File: src/rtl/layer_sequencer_pkg.sv
// rtl/layer_sequencer_pkg.sv - shared layer-table types, widths and helpers
// Purpose: definitions shared by the config ROM, the layer sequencer and the
//          compute engine. No ports.
package layer_sequencer_pkg;

    localparam int ID_W     = 5;
    localparam int CH_W     = 11;
    localparam int DIM_W    = 8;
    localparam int WB_W     = 20;
    localparam int BB_W     = 12;
    localparam int TYPE_W   = 3;
    localparam int STRIDE_W = 2;

    localparam logic [TYPE_W-1:0] TYPE_CONV = 3'd0;
    localparam logic [TYPE_W-1:0] TYPE_DW   = 3'd1;
    localparam logic [TYPE_W-1:0] TYPE_PW   = 3'd2;
    localparam logic [TYPE_W-1:0] TYPE_AP   = 3'd3;
    localparam logic [TYPE_W-1:0] TYPE_FC   = 3'd4;

    typedef enum logic [2:0] {
        IDLE   = 3'd0,
        FETCH  = 3'd1,
        LAUNCH = 3'd2,
        WAIT   = 3'd3,
        NEXT   = 3'd4
    } seq_state_t;

    // A table entry the engine cannot execute: unknown type, no input
    // channels, or a stride the datapath does not implement.
    function automatic logic cfg_is_bad(
        input logic [TYPE_W-1:0]   layer_type,
        input logic [CH_W-1:0]     cin,
        input logic [STRIDE_W-1:0] stride
    );
        return (layer_type > TYPE_FC) || (cin == '0) ||
               ((stride != 2'd1) && (stride != 2'd2));
    endfunction

    function automatic logic [DIM_W-1:0] out_dim(
        input logic [DIM_W-1:0]    dim,
        input logic [STRIDE_W-1:0] stride
    );
        return (stride == 2'd2) ? (dim >> 1) : dim;
    endfunction

endpackage

File: src/rtl/layer_sequencer_if.sv
// rtl/layer_sequencer_if.sv - config ROM, config bundle and engine handshake
// Purpose: groups the signals between the sequencer and its ROM/engine.
// Ports (master = sequencer side):
//   rom_id            out  layer id to the combinational config ROM
//   rom_*             in   ROM answer for rom_id, valid the same cycle
//   cfg_*             out  registered configuration for the engine
//   eng_start         out  one-cycle engine launch
//   eng_done          in   one-cycle engine completion
//   buf_sel           out  ping-pong activation bank read by the engine
interface layer_sequencer_if;
    import layer_sequencer_pkg::*;

    logic [ID_W-1:0]     rom_id;
    logic [WB_W-1:0]     rom_w_base;
    logic [BB_W-1:0]     rom_b_base;
    logic [TYPE_W-1:0]   rom_type;
    logic [CH_W-1:0]     rom_cin;
    logic [CH_W-1:0]     rom_cout;
    logic [DIM_W-1:0]    rom_img_w;
    logic [DIM_W-1:0]    rom_img_h;
    logic [STRIDE_W-1:0] rom_stride;

    logic [WB_W-1:0]     cfg_w_base;
    logic [BB_W-1:0]     cfg_b_base;
    logic [TYPE_W-1:0]   cfg_type;
    logic [CH_W-1:0]     cfg_cin;
    logic [CH_W-1:0]     cfg_cout;
    logic [DIM_W-1:0]    cfg_img_w;
    logic [DIM_W-1:0]    cfg_img_h;
    logic [STRIDE_W-1:0] cfg_stride;
    logic [DIM_W-1:0]    cfg_out_w;
    logic [DIM_W-1:0]    cfg_out_h;

    logic                eng_start;
    logic                eng_done;
    logic                buf_sel;

    modport master (
        output rom_id,
        input  rom_w_base, rom_b_base, rom_type, rom_cin, rom_cout,
               rom_img_w, rom_img_h, rom_stride,
        output cfg_w_base, cfg_b_base, cfg_type, cfg_cin, cfg_cout,
               cfg_img_w, cfg_img_h, cfg_stride, cfg_out_w, cfg_out_h,
        output eng_start,
        input  eng_done,
        output buf_sel
    );

    modport slave (
        input  rom_id,
        output rom_w_base, rom_b_base, rom_type, rom_cin, rom_cout,
               rom_img_w, rom_img_h, rom_stride,
        input  cfg_w_base, cfg_b_base, cfg_type, cfg_cin, cfg_cout,
               cfg_img_w, cfg_img_h, cfg_stride, cfg_out_w, cfg_out_h,
        input  eng_start,
        output eng_done,
        input  buf_sel
    );

endinterface

File: src/rtl/layer_sequencer.sv
// rtl/layer_sequencer.sv - walks the layer table and launches the engine once per layer
// Purpose: fetches each layer's config from the ROM, holds it stable for the
//          engine, pulses eng_start, waits for eng_done and swaps the
//          ping-pong activation buffers between layers.
// Ports:
//   clk, rst_n        clock, asynchronous active-low reset
//   start             begin a full run (accepted in IDLE only)
//   abort             cancel the run (highest priority outside IDLE)
//   sif               ROM / config / engine bundle (master side)
//   layer_idx         current layer id
//   busy              high outside IDLE
//   run_done          one-cycle pulse after the last layer completes
//   aborted           one-cycle pulse when an abort takes effect
//   cfg_err           sticky bad-config flag, cleared by the next start
//   layer_cycles      cycle count of the last completed layer
module layer_sequencer
    import layer_sequencer_pkg::*;
#(
    parameter int NUM_LAYERS = 29,
    parameter int CYC_W      = 32
) (
    input  logic               clk,
    input  logic               rst_n,
    input  logic               start,
    input  logic               abort,
    layer_sequencer_if.master  sif,
    output logic [ID_W-1:0]    layer_idx,
    output logic               busy,
    output logic               run_done,
    output logic               aborted,
    output logic               cfg_err,
    output logic [CYC_W-1:0]   layer_cycles
);

    localparam logic [ID_W-1:0] LAST_ID = ID_W'(NUM_LAYERS - 1);

    seq_state_t state, state_nxt;

    // Control strobes decoded from the state machine.
    logic clr_run, latch_cfg, set_err, clr_cnt, cnt_inc, cap_cycles;
    logic flip_buf, adv_layer, pulse_done, pulse_abort, launch;

    logic [CYC_W-1:0]    cyc_cnt;
    logic [CYC_W-1:0]    cyc_cnt_inc;
    logic                buf_sel_q;
    logic [WB_W-1:0]     w_base_q;
    logic [BB_W-1:0]     b_base_q;
    logic [TYPE_W-1:0]   type_q;
    logic [CH_W-1:0]     cin_q, cout_q;
    logic [DIM_W-1:0]    img_w_q, img_h_q, out_w_q, out_h_q;
    logic [STRIDE_W-1:0] stride_q;

    // Saturating increment shared by the running counter and the
    // "counter plus one" captured on eng_done.
    assign cyc_cnt_inc = (&cyc_cnt) ? cyc_cnt : cyc_cnt + CYC_W'(1);

    always_ff @(posedge clk or negedge rst_n) begin
        if (!rst_n) begin
            state <= IDLE;
        end else begin
            state <= state_nxt;
        end
    end

    always_comb begin
        state_nxt   = state;
        clr_run     = 1'b0;
        latch_cfg   = 1'b0;
        set_err     = 1'b0;
        clr_cnt     = 1'b0;
        cnt_inc     = 1'b0;
        cap_cycles  = 1'b0;
        flip_buf    = 1'b0;
        adv_layer   = 1'b0;
        pulse_done  = 1'b0;
        pulse_abort = 1'b0;
        launch      = 1'b0;

        // Abort pre-empts every state action, including a same-cycle
        // eng_done and the launch pulse itself.
        if ((state != IDLE) && abort) begin
            state_nxt   = IDLE;
            pulse_abort = 1'b1;
        end else begin
            case (state)
                IDLE: begin
                    if (start) begin
                        state_nxt = FETCH;
                        clr_run   = 1'b1;
                    end
                end
                FETCH: begin
                    latch_cfg = 1'b1;
                    if (cfg_is_bad(sif.rom_type, sif.rom_cin, sif.rom_stride)) begin
                        set_err   = 1'b1;
                        state_nxt = IDLE;
                    end else begin
                        state_nxt = LAUNCH;
                    end
                end
                LAUNCH: begin
                    launch    = 1'b1;
                    clr_cnt   = 1'b1;
                    state_nxt = WAIT;
                end
                WAIT: begin
                    cnt_inc = 1'b1;
                    if (sif.eng_done) begin
                        cap_cycles = 1'b1;
                        state_nxt  = NEXT;
                    end
                end
                NEXT: begin
                    flip_buf = 1'b1;
                    if (layer_idx == LAST_ID) begin
                        pulse_done = 1'b1;
                        state_nxt  = IDLE;
                    end else begin
                        adv_layer = 1'b1;
                        state_nxt = FETCH;
                    end
                end
                default: state_nxt = IDLE;
            endcase
        end
    end

    always_ff @(posedge clk or negedge rst_n) begin
        if (!rst_n) begin
            layer_idx    <= '0;
            buf_sel_q    <= 1'b0;
            cfg_err      <= 1'b0;
            cyc_cnt      <= '0;
            layer_cycles <= '0;
            run_done     <= 1'b0;
            aborted      <= 1'b0;
            w_base_q     <= '0;
            b_base_q     <= '0;
            type_q       <= '0;
            cin_q        <= '0;
            cout_q       <= '0;
            img_w_q      <= '0;
            img_h_q      <= '0;
            stride_q     <= '0;
            out_w_q      <= '0;
            out_h_q      <= '0;
        end else begin
            run_done <= pulse_done;
            aborted  <= pulse_abort;

            if (clr_run) begin
                layer_idx <= '0;
                buf_sel_q <= 1'b0;
                cfg_err   <= 1'b0;
            end
            if (set_err) begin
                cfg_err <= 1'b1;
            end
            if (adv_layer) begin
                layer_idx <= layer_idx + ID_W'(1);
            end
            if (flip_buf) begin
                buf_sel_q <= ~buf_sel_q;
            end

            if (clr_cnt) begin
                cyc_cnt <= '0;
            end else if (cnt_inc) begin
                cyc_cnt <= cyc_cnt_inc;
            end
            if (cap_cycles) begin
                layer_cycles <= cyc_cnt_inc;
            end

            // The bad-config entry is latched too, so it can be inspected.
            if (latch_cfg) begin
                w_base_q <= sif.rom_w_base;
                b_base_q <= sif.rom_b_base;
                type_q   <= sif.rom_type;
                cin_q    <= sif.rom_cin;
                cout_q   <= sif.rom_cout;
                img_w_q  <= sif.rom_img_w;
                img_h_q  <= sif.rom_img_h;
                stride_q <= sif.rom_stride;
                out_w_q  <= out_dim(sif.rom_img_w, sif.rom_stride);
                out_h_q  <= out_dim(sif.rom_img_h, sif.rom_stride);
            end
        end
    end

    assign busy          = (state != IDLE);
    assign sif.rom_id    = layer_idx;
    assign sif.eng_start = launch;
    assign sif.buf_sel   = buf_sel_q;
    assign sif.cfg_w_base = w_base_q;
    assign sif.cfg_b_base = b_base_q;
    assign sif.cfg_type   = type_q;
    assign sif.cfg_cin    = cin_q;
    assign sif.cfg_cout   = cout_q;
    assign sif.cfg_img_w  = img_w_q;
    assign sif.cfg_img_h  = img_h_q;
    assign sif.cfg_stride = stride_q;
    assign sif.cfg_out_w  = out_w_q;
    assign sif.cfg_out_h  = out_h_q;

endmodule

File: src/flat_wrapper.sv
// flat-port wrapper written by rule: the top's interface ports become plain ports
module layer_sequencer_flat import layer_sequencer_pkg::*;
#(
    parameter int NUM_LAYERS = 29,
    parameter int CYC_W      = 32
)
  (clk, rst_n, start, abort, layer_idx, busy, run_done, aborted, cfg_err, layer_cycles, sif_rom_id, sif_rom_w_base, sif_rom_b_base, sif_rom_type, sif_rom_cin, sif_rom_cout, sif_rom_img_w, sif_rom_img_h, sif_rom_stride, sif_cfg_w_base, sif_cfg_b_base, sif_cfg_type, sif_cfg_cin, sif_cfg_cout, sif_cfg_img_w, sif_cfg_img_h, sif_cfg_stride, sif_cfg_out_w, sif_cfg_out_h, sif_eng_start, sif_eng_done, sif_buf_sel);
  layer_sequencer_if sif_i ();
  input  logic clk;
  input  logic rst_n;
  input  logic start;
  input  logic abort;
  output logic [ID_W-1:0] layer_idx;
  output logic busy;
  output logic run_done;
  output logic aborted;
  output logic cfg_err;
  output logic [CYC_W-1:0] layer_cycles;
  output wire logic [$bits(sif_i.rom_id)-1:0] sif_rom_id;
  input wire logic [$bits(sif_i.rom_w_base)-1:0] sif_rom_w_base;
  input wire logic [$bits(sif_i.rom_b_base)-1:0] sif_rom_b_base;
  input wire logic [$bits(sif_i.rom_type)-1:0] sif_rom_type;
  input wire logic [$bits(sif_i.rom_cin)-1:0] sif_rom_cin;
  input wire logic [$bits(sif_i.rom_cout)-1:0] sif_rom_cout;
  input wire logic [$bits(sif_i.rom_img_w)-1:0] sif_rom_img_w;
  input wire logic [$bits(sif_i.rom_img_h)-1:0] sif_rom_img_h;
  input wire logic [$bits(sif_i.rom_stride)-1:0] sif_rom_stride;
  output wire logic [$bits(sif_i.cfg_w_base)-1:0] sif_cfg_w_base;
  output wire logic [$bits(sif_i.cfg_b_base)-1:0] sif_cfg_b_base;
  output wire logic [$bits(sif_i.cfg_type)-1:0] sif_cfg_type;
  output wire logic [$bits(sif_i.cfg_cin)-1:0] sif_cfg_cin;
  output wire logic [$bits(sif_i.cfg_cout)-1:0] sif_cfg_cout;
  output wire logic [$bits(sif_i.cfg_img_w)-1:0] sif_cfg_img_w;
  output wire logic [$bits(sif_i.cfg_img_h)-1:0] sif_cfg_img_h;
  output wire logic [$bits(sif_i.cfg_stride)-1:0] sif_cfg_stride;
  output wire logic [$bits(sif_i.cfg_out_w)-1:0] sif_cfg_out_w;
  output wire logic [$bits(sif_i.cfg_out_h)-1:0] sif_cfg_out_h;
  output wire logic [$bits(sif_i.eng_start)-1:0] sif_eng_start;
  input wire logic [$bits(sif_i.eng_done)-1:0] sif_eng_done;
  output wire logic [$bits(sif_i.buf_sel)-1:0] sif_buf_sel;
  assign sif_rom_id = sif_i.rom_id;
  assign sif_i.rom_w_base = sif_rom_w_base;
  assign sif_i.rom_b_base = sif_rom_b_base;
  assign sif_i.rom_type = sif_rom_type;
  assign sif_i.rom_cin = sif_rom_cin;
  assign sif_i.rom_cout = sif_rom_cout;
  assign sif_i.rom_img_w = sif_rom_img_w;
  assign sif_i.rom_img_h = sif_rom_img_h;
  assign sif_i.rom_stride = sif_rom_stride;
  assign sif_cfg_w_base = sif_i.cfg_w_base;
  assign sif_cfg_b_base = sif_i.cfg_b_base;
  assign sif_cfg_type = sif_i.cfg_type;
  assign sif_cfg_cin = sif_i.cfg_cin;
  assign sif_cfg_cout = sif_i.cfg_cout;
  assign sif_cfg_img_w = sif_i.cfg_img_w;
  assign sif_cfg_img_h = sif_i.cfg_img_h;
  assign sif_cfg_stride = sif_i.cfg_stride;
  assign sif_cfg_out_w = sif_i.cfg_out_w;
  assign sif_cfg_out_h = sif_i.cfg_out_h;
  assign sif_eng_start = sif_i.eng_start;
  assign sif_i.eng_done = sif_eng_done;
  assign sif_buf_sel = sif_i.buf_sel;
  layer_sequencer #(.NUM_LAYERS(NUM_LAYERS), .CYC_W(CYC_W)) u_core (.clk(clk), .rst_n(rst_n), .start(start), .abort(abort), .sif(sif_i), .layer_idx(layer_idx), .busy(busy), .run_done(run_done), .aborted(aborted), .cfg_err(cfg_err), .layer_cycles(layer_cycles));
endmodule
File: config.mk
export PLATFORM = sky130hd
export DESIGN_NAME = layer_sequencer_flat
export DESIGN_NICKNAME = d
export VERILOG_FILES = /design/src/rtl/layer_sequencer_pkg.sv /design/src/rtl/layer_sequencer_if.sv /design/src/rtl/layer_sequencer.sv /design/src/flat_wrapper.sv
export SDC_FILE = /design/constraint.sdc
export NUM_CORES = 1
export LEC_CHECK = 0
export ABC_AREA = 1
export CORE_MARGIN = 5
export CORE_UTILIZATION = 40
export CTS_BUF_LIST = sky130_fd_sc_hd__clkbuf_8
export CTS_CLUSTER_SIZE = 12
export DETAILED_ROUTE_END_ITERATION = 16
export PLACE_DENSITY = 0.77
export SLEW_MARGIN = 10
export SYNTH_ARGS = -nofsm -noshare
export SYNTH_HDL_FRONTEND = slang
export SYNTH_SLANG_ARGS = --single-unit
File: constraint.sdc
create_clock -name clk -period 2.15 [get_ports clk]
set_input_delay 0.3225 -clock clk [delete_from_list [all_inputs] [get_ports clk]]
set_output_delay 0.3225 -clock clk [all_outputs]
set_load 0.01 [all_outputs]
==> reports/qor.txt <==
Switching portion of total power: 36.24%
Clock root cell: clkbuf_8
Io pins: 219
Clk_skew: 16.27 ps
Vias: 7,156
Int Pwr: 7.357 mW
Fill cells: 1,795
Main flop type after synthesis: dfrtp_1
Reg-to-Reg End: u_core.cyc_cnt[28]$_DFFE_PN0P_
Die W: 149.6 µm
Post-synth EDFFs: 0
Final setup TNS: 0 ps
Grt total ovfl: 0
Setup CP Type: reg2out
Worst slew margin: 72.69%
Switch Pwr: 4.182 mW
Starting Density: 40.31%
Worst-path clk slew: 100 ps
Unrepaired setup endpoints after global routing: no
Vias in the first global route: 6,984
Final Max Slew Viols: 0
Tot Pwr: 11.54 mW
Combinational share of power: 39.1%
Clk sinks: 167
Routed length per instance: 14.69 µm
Clk buf depth: 2
Tcrit/Tclk final: 94.89%
CP Data Required Time: 1830 ps
CP Cell Sequence: inv_1 > nand2_1 > clkdlybuf4s50_1
Depth of the most critical reg-to-reg path: 11
Die Y-Extent: 149.6 µm
Final core occ: 55.39%
Share of cells above drive strength 1: 7.005%
Pin count of the biggest net entering global routing: 85
Critical Path AT: 1720 ps
RePlAce Congestion: 0.9043
Final ANT Viol Nets: 0
Critical path peak fanout: 5
Element type at the critical path end: output pin
Final Hold Viols: 0
Worst skew pair latency: 470 ps
Outcome: finished, final reports clean
Cell Count, Final, Fillers Out: 1,507
Flop pwr share: 41.8%
Final setup violating endpoints: 0
Min cycle time layout: 2040 ps
Final net count: 1,313
Actual slew at the worst max-slew pin: 409.7 ps
Antenna violations before repair: 0
Cell family with most CP delay: buffers and inverters
Routed vias/inst: 4.749
CP bufs+invs: 2
Drt total wl: 22,140 µm
Seq/Total Area, Yosys: 53.62%
Leak: 5.235 nW
Syn avg cell area: 7.701 µm²
Global Route Usage Sum: 19.72%
Fmax: 0.4902 GHz
CTS tree: done
Critical R2R Launch: u_core.cyc_cnt[0]$_DFFE_PN0P_
Yosys reg bits: 167
# Post-CTS Setup Buffers: 0
Core area: 19,330 µm²
Critical Path Start Type: flop
Min-delay worst type: in2async
Syn Std Cell Area: 7794 µm²
Ys async rst share: 100.0%
Syn nets: 1,096
Detail Placement HPWL: 16,640 µm
Global-route wire length before repair: 35,200 µm
Ant diodes: 0
PwrDens: 1078 nW/µm²
# rows: 51
Area growth, synth to finish: 37.41%
Critical Path Slowest Stage Cell: clkdlybuf4s50_1
Mapped Cells: 1,012
Clock share of power: 19.1%
Drc violations: 0
Reg area: 4180 µm²
Die area: 22,380 µm²
First DRT Iteration DRCs: 339
Placed cell count: 1,474
First-pass detailed-route iteration total: 5
Num CTS Buffers: 17
Reg2Reg Setup Slack: 330 ps
Yosys warns: 0
# H-tree levels: 4
I/O Buffers: 218
Largest stage delay, worst path: 570 ps
Max Cap Viol: 0
Worst vdd ir: 448.1 µV
Cell variety after synth: 25
Combined area of the multi-input logic cells: 3138 µm²
## timing repair
| item | CTS | global route |
|---|---|---|
| hold endpoints to repair | 39 | 0 |
| hold buffers | 1 | 0 |
| resized for setup | 1 | 1 |
| setup endpoints to repair | 1 | 1 |
## power by group through the flow
stage                     Clock, mW  Combinational (mW)  Sequential, mW
final                          2.21                4.52            4.82
after global routing           2.41                4.96            4.95
after CTS                      2.27                4.58            4.81
after detailed placement          0                4.57            4.86
after global placement            0                4.47            4.82
after floorplan                   0                1.45            5.25
## worst register-to-register path, cell delays in order (launching register included)
cell and delay [ps]:
dfrtp_1 530, ha_1 240, inv_2 80, nor2_8 130, buf_4 150, inv_1 60
nor2_1 210, nand2_1 80, nand2_1 70, nand3_2 70, nand2_1 60, nand2_1 50
## state kept, by name, indices dropped and copies added (netlist names), 2 cells and up
register / flops
u_core.sif.cfg_out_h: 8
u_core.layer_idx: 5
u_core.sif.cfg_b_base: 12
u_core.sif.cfg_type: 3
u_core.sif.cfg_img_w: 8
u_core.sif.cfg_w_base: 20
u_core.sif.cfg_stride: 2
u_core.sif.cfg_img_h: 8
u_core.state: 3
u_core.sif.cfg_cout: 11
u_core.sif.cfg_cin: 11
u_core.cyc_cnt: 32
u_core.layer_cycles: 32
u_core.sif.cfg_out_w: 8
## synthesized netlist by cell type, drive strengths merged, types with 2 or more instances
master	instances	share of area (%)
ha	4	0.64
nand4	3	0.24
clkbuf	23	1.1
nor3	2	0.13
or2	5	0.40
nand2	516	25
inv	71	3.4
dfrtp	167	54
nor2	64	3.8
buf	18	1.6
nand3	60	4.8
o21ai	75	4.8
xor2	2	0.22
## how the worst max path moves through the flow
| stage | from | endpoint | slack (ps) | depth (start not counted) |
|---|---|---|---|---|
| 6_report | u_core.state[0]$_DFFE_PN0P_ | busy | 110 | 3 |
| 5_1_grt | u_core.state[0]$_DFFE_PN0P_ | busy | 40 | 3 |
| 4_1_cts | u_core.state[0]$_DFFE_PN0P_ | busy | 40 | 3 |
| 3_5_place_dp | abort | sif_eng_start | 200 | 5 |
| 3_3_place_gp | abort | sif_eng_start | 190 | 5 |
| 2_1_floorplan | u_core.cyc_cnt[0]$_DFFE_PN0P_ | u_core.cyc_cnt[1]$_DFFE_PN0P_ | 480 | 11 |
## layout by cell type (no fill, tap or decap), types with 2 or more instances in the layout
cell type / netlist / routed
nand4_1: 3 / 3
nand3_2: 14 / 14
clkinv_8: 0 / 2
nand3_1: 46 / 46
buf_4: 6 / 15
nand2_1: 513 / 513
clkdlybuf4s50_1: 0 / 216
o21ai_0: 71 / 71
or2_2: 5 / 5
nor2_4: 5 / 5
inv_8: 0 / 4
buf_12: 0 / 5
clkbuf_8: 0 / 17
nor3_1: 2 / 2
ha_1: 4 / 4
clkinv_4: 0 / 3
dfrtp_1: 167 / 166
nand2_4: 2 / 2
inv_2: 4 / 3
inv_1: 67 / 67
clkinv_2: 0 / 2
xor2_1: 2 / 2
nor2_1: 57 / 57
inv_6: 0 / 5
o21ai_1: 4 / 4
## layout make-up
cell class / instances / share of cell area, %
Sequential cell: 167 / 39.04
Clock inverter: 15 / 1.425
Timing Repair Buffer: 239 / 22.46
Multi-Input combinational cell: 733 / 29.30
Tap cell: 265 / 3.096
Inverter: 71 / 2.500
Clock buffer: 17 / 2.185
## metal layers
layer	global-route usage (%)	routed length (µm)	vias to the layer above
met1	23.90	8963	3320
met4	6.636	496	0
met5	0	0	-
met2	34.41	10970	240
li1	-	-	3557
met3	4.846	1708	39
## kinds of logic (layout without fill, tap and decap cells)
logic type | count (synthesis) | after routing | share of synthesized area, %
xor gates and xnor gates | 3 | 3 | 0.3372
adders and majority gates | 4 | 4 | 0.6422
DFF | 167 | 167 | 53.62
buffers and inverters | 112 | 342 | 6.116
AOI/OAI and AO/OA | 76 | 76 | 4.880
and+or+nand+nor | 650 | 650 | 34.40
## stage by stage
stage          area [µm²]  hold WS, ps  setup slack [ps]
2_1_floorplan        7794        26.91             481.2
3_3_place_gp        10310        265.8             187.8
3_5_place_dp        10310        271.0             200.9
4_1_cts             10710        328.0             37.73
5_1_grt             10710        340.8             37.30
6_report            10710        329.6             110.0
Note: power is estimated with default switching activity, not from simulation.
==> RTL edit 1: new RTL, config.mk and constraints unchanged <==
Change the package constant `BB_W` from 12 to 24.
--- a/src/rtl/layer_sequencer_pkg.sv
+++ b/src/rtl/layer_sequencer_pkg.sv
@@ -7,7 +7,7 @@
     localparam int CH_W     = 11;
     localparam int DIM_W    = 8;
     localparam int WB_W     = 20;
-    localparam int BB_W     = 12;
+    localparam int BB_W     = 24;
     localparam int TYPE_W   = 3;
     localparam int STRIDE_W = 2;
 
Interface: changed (resized sif_cfg_b_base and sif_rom_b_base); port bits go from 219 to 243. No check against the original RTL was run, so the function may have changed too.
==> RTL edit 1 against the unedited design <==
Synthesized cell count up 5.0%. Design area increased by 7.2%. Total power increased by 7.6%. Final cell count is 5.4% higher. Sequential power up 6.0%. Clock skew is 0.0028 ns higher. Setup slack improved by 0.035 ns. Core utilization up 1.2 points. Routed wire length up 10%. Sequential cell count is 12 higher. Synthesized area rose by 6.0%. Clock power up 6%. Largest cell class unchanged. Largest power group unchanged.
==> RTL edit 1: results (changes against the unedited design) <==
Max Buffers Root-to-Sink=2 (unchanged); share of cells above drive strength 1=7.14% (+0.13 points); Clock Skews=0.0191 ns (+0.00285 ns); crit path max fanout=5 (unchanged); port buffer count=242 (+11%); CTS root buf=clkbuf_8; Psw=4470 µW (+6.9%); Initial DRC Count=466 (+37%); Crit-path slowest cell=clkdlybuf4s50_1; most common cell after layout, fill and taps aside=nand2_1; Yosys warnings=0 (unchanged); DRT Pass-1 Iters=5 (unchanged); H-tree depth=4 (unchanged); fraction of registers with async set/reset=100% (unchanged); latest clock arrival within the worst-skew pair=0.47 ns (about the same); Vias=7583 (+6.0%); outcome=completed; Clock Pin Slew Worst Setup and Hold Paths=0.11 ns; Seq/Total Area, Yosys=54.2% (+0.62 points); Worst Path Arrival=1.68 ns (-0.04 ns); Pleak=0.00566 µW (+8.1%); largest net degree at the start of global routing=68 (-20%); Critical Path Max Stage Delay=0.57 ns (about the same); vias in the first global route=7381 (+5.7%); hpwl dp=18.6 mm (+12%); Min-Delay Path Class=in2async; WL final=24.4 mm (+10%); Final #Nets=1400 (+6.6%); Synth area leaders=dfrtp_1 (54%), nand2_1 (25%), o21ai_0 (4.1%); initial antenna violation count=1 (+1); Fillers=1870 (+4.2%); Post-Syn Nets=1159 (+5.7%); Cell variety after synth=26 (+4.0%); Synth top cells by count=nand2_1 (550), dfrtp_1 (179), o21ai_0 (68); cts bufs inserted=17 (unchanged); Main synth FF type=dfrtp_1; gpl congestion=0.911 (+0.70%); global-route wire length before repair=38.9 mm (+11%); Setup Buffers After CTS=0 (unchanged); peak supply drop=0.000417 V (-6.8%); Tot GR Track Use=20.4% (+0.73 points); Tightest Pin Transition=0.523 ns (+0.114 ns)
==> RTL edit 1: cell types whose count changed after synthesis, sizes merged <==
| cell | change |
|---|---|
| nand2 | +37 |
| buf | +9 |
| dfrtp | +12 |
| clkbuf | -5 |
| nor2 | -1 |
| o21ai | -1 |
==> RTL edit 1: area by class of cell <==
cell class | count | area share, %
clock inverters | 15 | 1.47
well taps | 270 | 2.94
inverters | 71 | 2.34
diodes | 2 | 0.0436
clock buffers | 17 | 2.04
multi-input cells | 768 | 28.6
flip-flops and latches | 179 | 39.0
repair buffers | 267 | 23.6
==> RTL edit 1: kinds of logic (layout without fill, tap and decap cells) <==
kind of cell / Yosys count / in the layout / share of synthesized area (%)
simple gates: 686 / 686 / 34.2
compound gates: 75 / 75 / 4.55
flops: 179 / 179 / 54.2
xor+xnor: 3 / 3 / 0.318
other cells: 0 / 2 / 0
buf+inv: 116 / 370 / 6.06
fa+ha+maj: 4 / 4 / 0.606
==> RTL edit 1: worst paths after layout <==
check	end	slack, ns	depth (start not counted)	from
hold reg to reg	u_core.sif.cfg_out_w[6]	0.48	2	u_core.sif.cfg_out_w[6]
max in group asynchronous	u_core.sif.cfg_cin[9]	1.12	3	rst_n
setup / recovery	busy	0.15	3	u_core.state[0]
hold / removal	u_core.sif.cfg_w_base[8]	0.36	2	rst_n
setup reg to reg	u_core.cyc_cnt[1]	0.38	11	u_core.cyc_cnt[0]
min in group clk	u_core.sif.cfg_cout[5]	0.38	3	sif_rom_cout[5]
==> RTL edit 1: what timing repair did <==
action                                  4_1_cts  5_1_grt
hold buffers                                  1        0
gates resized for setup                       0        1
endpoints found under the setup margin        0        1
endpoints found under the hold margin        47        0
==> RTL edit 1: routing by layer <==
metal  up-vias  part of all wire (%)  global-route usage, %
met5         -                     0                      0
met4         0                   3.0                   7.70
met3        41                   6.2                   4.55
met2       236                    50                   35.1
met1      3551                    41                   25.3
li1       3755                     -                      -
==> RTL edit 1: per-stage QoR <==
stage                     instance area [µm²]  setup WS, ns  instances
after floorplan                          8260         0.475       1063
after global placement                  11100         0.245       1554
after detailed placement                11100         0.244       1554
after global routing                    11500        0.0649       1588
after CTS                               11500        0.0623       1587
final                                   11500         0.145       1589
==> RTL edit 1: power groups by stage <==
stage	Clock, µW	Combinational [µW]	Sequential, µW
detailed placement	0	5020	5170
CTS	2420	5030	5100
global placement	0	4900	5130
finish	2350	4960	5110
floorplan	0	1600	5600
global route	2550	5400	5250
==> RTL edit 1: worst max-delay path, delay by kind of cell (launching register included) <==
family	cells	cell delay, ns
and+or+nand+nor	1	0.13
DFF	1	0.44
buffers and inverters	2	0.65
==> RTL edit 2: new RTL, same flow settings <==
Without the edit above. Register the output `cfg_err` once more; this adds one clock of latency there. The other outputs are not delayed to match.
--- a/src/rtl/layer_sequencer.sv
+++ b/src/rtl/layer_sequencer.sv
@@ -34,6 +34,8 @@
 
     localparam logic [ID_W-1:0] LAST_ID = ID_W'(NUM_LAYERS - 1);
 
+    logic cfg_err_s0;
+
     seq_state_t state, state_nxt;
 
     // Control strobes decoded from the state machine.
@@ -129,7 +131,7 @@
         if (!rst_n) begin
             layer_idx    <= '0;
             buf_sel_q    <= 1'b0;
-            cfg_err      <= 1'b0;
+            cfg_err_s0   <= 1'b0;
             cyc_cnt      <= '0;
             layer_cycles <= '0;
             run_done     <= 1'b0;
@@ -151,10 +153,10 @@
             if (clr_run) begin
                 layer_idx <= '0;
                 buf_sel_q <= 1'b0;
-                cfg_err   <= 1'b0;
+                cfg_err_s0 <= 1'b0;
             end
             if (set_err) begin
-                cfg_err <= 1'b1;
+                cfg_err_s0 <= 1'b1;
             end
             if (adv_layer) begin
                 layer_idx <= layer_idx + ID_W'(1);
@@ -203,5 +205,9 @@
     assign sif.cfg_out_w  = out_w_q;
     assign sif.cfg_out_h  = out_h_q;
 
+    always_ff @(posedge clk) begin
+        cfg_err <= cfg_err_s0;
+    end
+
 endmodule
 
Check against the original RTL: not equivalent (a bounded check fails within 4 cycles, from zero or initial values and one cycle with rst_n low).
==> RTL edit 2 against the unedited design <==
Routed wire length grew 0.67%. Design area grew 0.19%. Setup slack lost 0.032 ns. Non-clock buffer count grew 2. Sequential cell count grew 1. Clock skew grew 0.0073 ns. First-iteration DRC count shrank 0.29%. Total power grew 0.90%. Synthesized area grew 0.31%.
==> RTL edit 2: results (changes against the unedited design) <==
outcome=completed; XOR/XNOR Fraction of Synth Area=0.336% (-0.0010 points); Post-Syn Nets=1098 (+0.18%); Initial DRC Count=338 (-0.29%); share of cells above drive strength 1=7.14% (+0.14 points); vias in the first global route=6956 (-0.40%); Tot GR Track Use=20.1% (+0.38 points); Final #Nets=1317 (+0.30%); met2 GRT Util=34.6% (+0.19 points); Pleak=0.00524 µW (about the same); Worst Path Arrival=1.75 ns (+0.03 ns); fraction of registers with async set/reset=99.4% (-0.60 points); global-route wire length before repair=35.7 mm (+1.4%); Setup WS pre-CTS=0.269 ns (+0.0676 ns); Seq/Total Area, Yosys=53.7% (+0.093 points); Synth area leaders=dfrtp_1 (53%), nand2_1 (25%), o21ai_0 (4.5%); gpl congestion=0.884 (-2.2%); adder-cell area share of the yosys netlist=0.640% (-0.0020 points); largest net degree at the start of global routing=128 (+51%); peak supply drop=0.000407 V (-9.1%); GR Util met3=5.42% (+0.58 points); Area after DPL=0.0103 mm² (+0.13%); Compound-Gate Fraction of Synth Area=4.87% (-0.015 points); Min-Delay Path Class=in2reg; Cell variety after synth=26 (+4.0%); Fillers=1800 (+0.28%)
-- RTL edit 2: cell types whose count changed after synthesis --
cell / before / now
inv_1: 67 / 68
nor2_1: 57 / 58
nand2_1: 513 / 512
dfxtp_1: 0 / 1
-- RTL edit 2: per-stage QoR --
stage	instances	total power, µW
finish	1511	11600
global route	1511	12500
CTS	1511	11800
detailed placement	1478	9530
global placement	1478	9410
floorplan	1014	6770
-- RTL edit 2: area by class of cell --
type                       instances  share of cell area (%)
inverter                          72                    2.53
sequential                       168                    39.1
clock inverter                    15                    1.48
tap                              265                    3.09
clock buffer                      17                    2.18
timing repair buffer             241                    22.3
multi-input combinational        733                    29.2
-- RTL edit 2: timing repair --
item                                   CTS  global route
hold buffers                             1             0
gates resized for setup                  0             1
setup endpoints to repair                0             1
endpoints found under the hold margin   50             0
-- RTL edit 2: cell families after synthesis --
family,Yosys count
buffers and inverters,113
adder cells (fa/ha/maj),4
XOR/XNOR,3
flip-flops,168
AO/OA/AOI/OAI,76
AND/OR/NAND/NOR,650
-- RTL edit 2: path summary, 6_finish.rpt --
| path | to | slack [ns] | depth (start not counted) | startpoint |
|---|---|---|---|---|
| min in group asynchronous | u_core.sif.cfg_cout[10] | 0.40 | 2 | rst_n |
| worst min register to register | u_core.cfg_err | 0.40 | 0 | u_core.cfg_err_s0 |
| worst min-delay path | u_core.sif.cfg_b_base[1] | 0.38 | 3 | sif_rom_b_base[1] |
| worst max register to register | u_core.cyc_cnt[23] | 0.35 | 10 | u_core.cyc_cnt[1] |
| max in group asynchronous | u_core.sif.cfg_cin[1] | 1.05 | 3 | rst_n |
| worst max-delay path | busy | 0.08 | 3 | u_core.state[0] |
-- RTL edit 2: worst min-delay path, stage by stage --
cell and delay, ns:
clkdlybuf4s50_1 0.39, nand2_1 0.06, nand2_1 0.05
